**src/rtl/extend_arbiter.sv**
```systemverilog
// Two-requester round-robin arbiter in front of one shared 20-to-32 immediate extender.
// One-deep registered output with ready/valid handshake and a modulo-256 transfer counter.
module extend_arbiter (
    input  logic        clk,
    input  logic        rst,
    input  logic        a_valid,
    input  logic [1:0]  a_type,
    input  logic [19:0] a_imm,
    output logic        a_ready,
    input  logic        b_valid,
    input  logic [1:0]  b_type,
    input  logic [19:0] b_imm,
    output logic        b_ready,
    output logic        out_valid,
    output logic        out_id,
    output logic [31:0] out_data,
    input  logic        out_ready,
    output logic [7:0]  xfer_cnt
);

    typedef enum logic {StEmpty, StFull} state_e;

    localparam logic OwnerA = 1'b0;
    localparam logic OwnerB = 1'b1;

    state_e      state_q, state_d;
    logic        id_q, id_d;
    logic [31:0] data_q, data_d;
    logic        last_q, last_d;
    logic [7:0]  cnt_q, cnt_d;

    logic        grant_a, grant_b;
    logic        can_load;
    logic        a_accept, b_accept, accept;
    logic        xfer;
    logic [1:0]  sel_type;
    logic [19:0] sel_imm;
    logic [31:0] ext_data;

    function automatic logic [31:0] extend(input logic [1:0] kind, input logic [19:0] imm);
        logic [31:0] r;
        unique case (kind)
            2'b00:   r = {{20{imm[11]}}, imm[11:0]};
            2'b01:   r = {{19{imm[11]}}, imm[11:0], 1'b0};
            2'b10:   r = {imm, 12'h000};
            default: r = {{11{imm[19]}}, imm, 1'b0};
        endcase
        return r;
    endfunction

    // Round-robin: on a tie the requester that was not served last wins.
    always_comb begin
        grant_a  = a_valid && (!b_valid || (last_q == OwnerB));
        grant_b  = b_valid && (!a_valid || (last_q == OwnerA));
        can_load = (state_q == StEmpty) || out_ready;
        a_ready  = !rst && grant_a && can_load;
        b_ready  = !rst && grant_b && can_load;
        a_accept = a_valid && a_ready;
        b_accept = b_valid && b_ready;
        accept   = a_accept || b_accept;
        xfer     = (state_q == StFull) && out_ready;
    end

    // Shared extension datapath, steered by the winning requester.
    always_comb begin
        sel_type = b_accept ? b_type : a_type;
        sel_imm  = b_accept ? b_imm  : a_imm;
        ext_data = extend(sel_type, sel_imm);
    end

    always_comb begin
        state_d = state_q;
        id_d    = id_q;
        data_d  = data_q;
        last_d  = last_q;
        cnt_d   = cnt_q + {7'b0, xfer};
        if (accept) begin
            state_d = StFull;
            id_d    = b_accept;
            data_d  = ext_data;
            last_d  = b_accept;
        end else if (xfer) begin
            state_d = StEmpty;
            data_d  = 32'h0;
        end
    end

    always_ff @(posedge clk) begin
        if (rst) begin
            state_q <= StEmpty;
            id_q    <= OwnerA;
            data_q  <= 32'h0;
            last_q  <= OwnerB;
            cnt_q   <= 8'h00;
        end else begin
            state_q <= state_d;
            id_q    <= id_d;
            data_q  <= data_d;
            last_q  <= last_d;
            cnt_q   <= cnt_d;
        end
    end

    always_comb begin
        out_valid = (state_q == StFull);
        out_id    = id_q;
        out_data  = data_q;
        xfer_cnt  = cnt_q;
    end

endmodule
```
**config.mk**
```make
export PLATFORM = sky130hd
export DESIGN_NAME = extend_arbiter
export DESIGN_NICKNAME = d
export VERILOG_FILES = /design/src/rtl/extend_arbiter.sv
export SDC_FILE = /design/constraint.sdc
export NUM_CORES = 1
export LEC_CHECK = 0
export ABC_AREA = 1
export CELL_PAD_IN_SITES_DETAIL_PLACEMENT = 2
export CELL_PAD_IN_SITES_GLOBAL_PLACEMENT = 2
export CORE_MARGIN = 4
export CORE_UTILIZATION = 26
export DETAILED_ROUTE_END_ITERATION = 8
export PLACE_DENSITY_LB_ADDON = 0.1
export SYNTH_ARGS = -nofsm -noshare
export SYNTH_HDL_FRONTEND = slang
export SYNTH_SLANG_ARGS = --single-unit
```
**constraint.sdc**
```tcl
create_clock -name clk -period 3.8 [get_ports clk]
set_clock_uncertainty 0.1 [all_clocks]
set_input_delay 0.76 -clock clk [delete_from_list [all_inputs] [get_ports clk]]
set_output_delay 0.76 -clock clk [all_outputs]
set_load 0.01 [all_outputs]
```
---- Yosys cells after proc, flatten, opt, wreduce, memory -nomap -nowiden ----
Cells that the tools add are included.
storage, ports and cells
  bits in registers ....................... 43
  output and inout port bits .............. 44
  bits in latches ......................... 0
  bits of input ports ..................... 49
  RAM bits ................................ 0
  memories kept ........................... 0
  memory bits (read-only) ................. 0
operators by class
  reductions and logical operators ........ 18
  $add $sub $neg .......................... 1
  muxes and demuxes ....................... 7
  bitwise gates (word level) .............. 2
  shifts and indexed selects .............. 0
  div/mod/pow operators ................... 0
  $mul .................................... 0
  equal/unequal tests ..................... 2
  $lt $le $gt $ge ......................... 0
operator list
  kind                  count
  $pmux W32 S3          1
  $mux W32              2
  $mux W20              1
  $logic_and A1 B1 Y1   9
  $add A8 B1 Y8         1
  $logic_or A1 B1 Y1    4
  $logic_not A1 Y1      3
  $eq A2 B1 Y1 const B  1
  $eq A2 B2 Y1 const B  1
  $logic_not A2 Y1      1
  $mux W1               2
  $mux W2               1
  $not A1 Y1            2
  $reduce_bool A2 Y1    1

---- Logic depth before layout (Yosys ltp) ----
  word-level depth ........................ 10
  gate-level depth with buffers ........... 13
  gate-level depth less buffers ........... 11

---- Worst setup path after synthesis ----
Ideal clock, no wire load.
  kind .................................... input port to output port
  start point ............................. input port rst
  end point ............................... output port b_ready
  data required time ...................... 2.940 ns
  cell stages on the path ................. 5
  slack ................................... 1.538 ns
  data arrival time ....................... 1.402 ns
  cells stage by stage .................... buf_6 -> inv_8 -> nand2_4 -> nor2_8 -> buf_2
on the way
  cells in the longest elaborated chain, start to end .. 3
RTL lines
  item                              line  RTL
  start: declaration                5     input logic rst,
  $logic_not A1 Y1                  57    b_ready = !rst && grant_b && can_load;
  $logic_and A1 B1 Y1 (2 in a row)  57
  end: declaration                  13    output logic b_ready,
Every way passes these cells.

---- Worst setup path after layout ----
  start point ............................. input port out_ready
  end point ............................... output port a_ready
on the way
  cells in the longest elaborated chain, start to end .. 2
RTL lines
  item                 line  RTL
  start: declaration   17    input logic out_ready,
  $logic_or A1 B1 Y1   55    can_load = (state_q == StEmpty) || out_ready;
  $logic_and A1 B1 Y1  56    a_ready = !rst && grant_a && can_load;
  end: declaration     9     output logic a_ready,
Every way passes these cells.

==> impl.org <==
** Timing
- Setup repair after global routing left no endpoint under its margin.
- Setup violations remaining at the end of the flow were counted as 0.
- Worst max-slew margin expressed relative to the limit :: 0.635
- Highest attainable clock frequency :: 297 MHz
- Final critical-path required period :: 3.36 ns
- Least-Margin Pin Slew :: 0.542 ns
- Adding up every negative setup slack in the final design gives 0 ns.
- Of the available clock period, the critical path in the final layout requires 0.885.
- The final-report hold violation count came to 0.
- Slew Viols, Final :: 0

** Run status
- The flow ran to the end, and the final reports show no timing, DRC or antenna violations.

** Layout
- Area Overhead vs Synth :: 37.4%
- The finished layout holds 652 standard cells, fillers aside.
- In the final design database the tool counted 562 nets.
- Of the cells placed in the final design, the portion with a size suffix greater than 1 is 0.133.
- Ant diodes :: 0

** Synth
- Syn_nets :: 481
- Among all flip-flop cells after synthesis, the most frequent one is dfxtp_1.
- Post-synth EDFFs :: 0
- For this run, asynchronously set or reset flops after synthesis account for 0.
- Proportion of synthesized chip area in sequential cells :: 0.301
- Yosys printed 0 warnings.
- The share of synthesized area in the top cell type comes to 0.301.
- dfxtp_1 takes more of the synthesized area than any other cell.
- In this run, synthesis produced a sequential element count of 43.
- Most frequent cell after synthesis :: nand2_1
- Synth Instances :: 430
- Yosys cell types :: 29
- Most used standard cells in the synthesized netlist :: nand2_1, nand3_1, dfxtp_1
- Mean instance size in the synthesized netlist :: 6.65 um2
- Post-synth design cell area :: 2860 um2
- Ranking of synthesized cells by area :: dfxtp_1, nand2_1, nand3_1

** Clock network
- Cell chosen for the clock root :: clkbuf_8
- Postcts setup bufs :: 0
- In this run, post-CTS hold repair placed 0 buffers.
- TritonCTS clock tree :: done
- The H-tree generated during clock tree synthesis spans 2 levels.
- Clock latency at the later pin of the worst-skew pair :: 0.31 ns
- Clk buf depth :: 2
- Cells resized by post-CTS repair :: 0
- Number of buffers created by CTS :: 5
- Clock-pin slew was measured on the worst setup and hold paths at 0.08 ns.
- Number of sinks on the clock net :: 43

** Flow run
- Max-cap violations in this run came to 0.

** Drt
- First-pass iteration count of the detailed router :: 4
- Wires add up to 10,200 um.
- The detail route stage leaves a number of antenna-violating nets equal to 0.
- After the first detailed-routing iteration, the DRC count stood at 95.
- Dividing the detail-routed wire length by the instance count gives 15.6 um.
- In the routed design, unresolved DRC markers number 0.
- In the routed layout, each cell is associated on average with a via count of 4.68.
- The routed layout has 3,053 vias.

** Pwr
- VDD IR-drop max :: 116 uV
- Reported leakage power :: 1.69 nW
- In this run the power density over the cells is 327 nW/um2.
- Overall power consumption after layout is estimated at 0.00128 W.

** Floorplan
- In this run the horizontal extent of the chip is 113 um.
- Vert. Die Dim :: 113 um
- Row generation in the floorplan step produced 38 rows.
- In this run the count of I/O pins placed on the die edge is 93.
- Starting density of the core :: 0.265
- Full die area :: 12,700 um2
- The total area inside the core boundary comes to 10,800 um2.

** Setup path
- In this run the critical register-to-register path is captured at out_data[4].
- The worst setup path is launched from a primary input.
- For the worst setup path, the data required time is 2.94 ns.
- The worst setup path is captured at an output port.
- Worst-path fanout max :: 25
- For the worst flop-to-flop path, the logic depth is 12.
- For the worst setup path, the data arrival time is 2.50 ns.
- Class of the most critical setup path :: in -> out
- In this run the critical register-to-register path is launched from last_q.
- Setup slack of the most critical reg-to-reg path :: 1.38 ns

** Min path
- The tightest min-delay check is of the reg -> reg type.
- Along the worst hold path, the cell count comes to 2.
- The startpoint identified for the worst hold timing path is out_data[9].
- The worst hold path terminates at out_data[9].

** Global route
- Initial antenna violation count :: 0
- The total overflow left after global routing is 0.
- Entering global routing, the biggest net connects 36 pins.
- The first global-routing pass estimated 16,600 um of wire.
- Number of global-route vias before repair :: 3,169
- GRT Resource Usage Total :: 0.162

** Place
- Placed wire-length estimate after detailed placement :: 8070 um
- Global placement routability congestion :: 0.772
- Cell count after placement :: 644
- Buffers added on ports :: 92
## state kept, by name (all words and copies together) (netlist names)
signal / count
out_id: 1
out_data: 32
out_valid: 1
last_q: 1
xfer_cnt: 8
## final cells by class
| type | count | area [um2] |
|---|---|---|
| clock inverter | 3 | 43.8 |
| tap | 140 | 175 |
| sequential | 43 | 861 |
| clock buffer | 5 | 68.8 |
| multi-input combinational | 324 | 1650 |
| timing repair buffer | 102 | 991 |
| fill | 1292 | 6870 |
| inverter | 35 | 139 |
## cell usage in the layout (no fill, tap or decap), types with 2 or more instances in the layout
| cell | instances |
|---|---|
| nand2_1 | 169 |
| clkdlybuf4s50_1 | 91 |
| nand3_1 | 49 |
| dfxtp_1 | 43 |
| inv_1 | 31 |
| a21oi_1 | 19 |
| o21ai_0 | 17 |
| a21oi_2 | 17 |
| nand3_2 | 11 |
| buf_4 | 10 |
| o21bai_1 | 9 |
| nor2_1 | 8 |
| nand2_4 | 6 |
| nand2_2 | 5 |
| clkbuf_8 | 5 |
| inv_2 | 3 |
| nor2_2 | 2 |
| nor2_4 | 2 |
| nor3_1 | 2 |
| ha_1 | 2 |
## where the power goes
group | internal, W | switching [W] | total (W)
Clock | 0.000196 | 0.000175 | 0.000371
Sequential | 0.000481 | 0.0000181 | 0.000499
Combinational | 0.000179 | 0.000234 | 0.000413
Total | 0.000855 | 0.000427 | 0.00128
## worst max-delay path by stage
stage	endpoint	slack, ns	from
2_1_floorplan	b_ready	1.54	rst
3_3_place_gp	a_ready	0.48	out_ready
3_5_place_dp	a_ready	0.42	out_ready
4_1_cts	a_ready	0.41	out_ready
5_1_grt	a_ready	0.31	out_ready
6_report	a_ready	0.44	out_ready
## metrics by stage
stage | util | worst slack (ns) | instance area (um2) | hold WS, ns
final | 0.364 | 0.438 | 3930 | 0.373
after global routing | 0.364 | 0.312 | 3930 | 0.394
after CTS | 0.364 | 0.406 | 3930 | 0.376
after detailed placement | 0.353 | 0.419 | 3810 | 0.363
after global placement | 0.353 | 0.476 | 3810 | 0.354
after floorplan | - | 1.54 | 2860 | 0.345
## worst max-delay path, stage by stage
cell and delay, ns:
clkdlybuf4s50_1 0.54, inv_2 0.08, nand2_2 0.10, nand2_4 0.19
nor2_2 0.26, clkdlybuf4s50_1 0.57
## routing by layer
layer	routed length, um	vias to the layer above	track usage
met5	0	-	0
met4	97	0	0.0337
met3	324	6	0.0155
met2	5170	53	0.294
met1	4580	1466	0.208
li1	-	1528	-
## logic make-up after synthesis
logic type / count (synthesis) / synth area share
and+or+nand+nor: 256 / 0.416
adders and majority gates: 2 / 0.00876
xor gates and xnor gates: 1 / 0.00307
DFF: 43 / 0.301
buffers and inverters: 63 / 0.122
AOI/OAI and AO/OA: 65 / 0.148
Note: power is estimated with default switching activity, not from simulation.
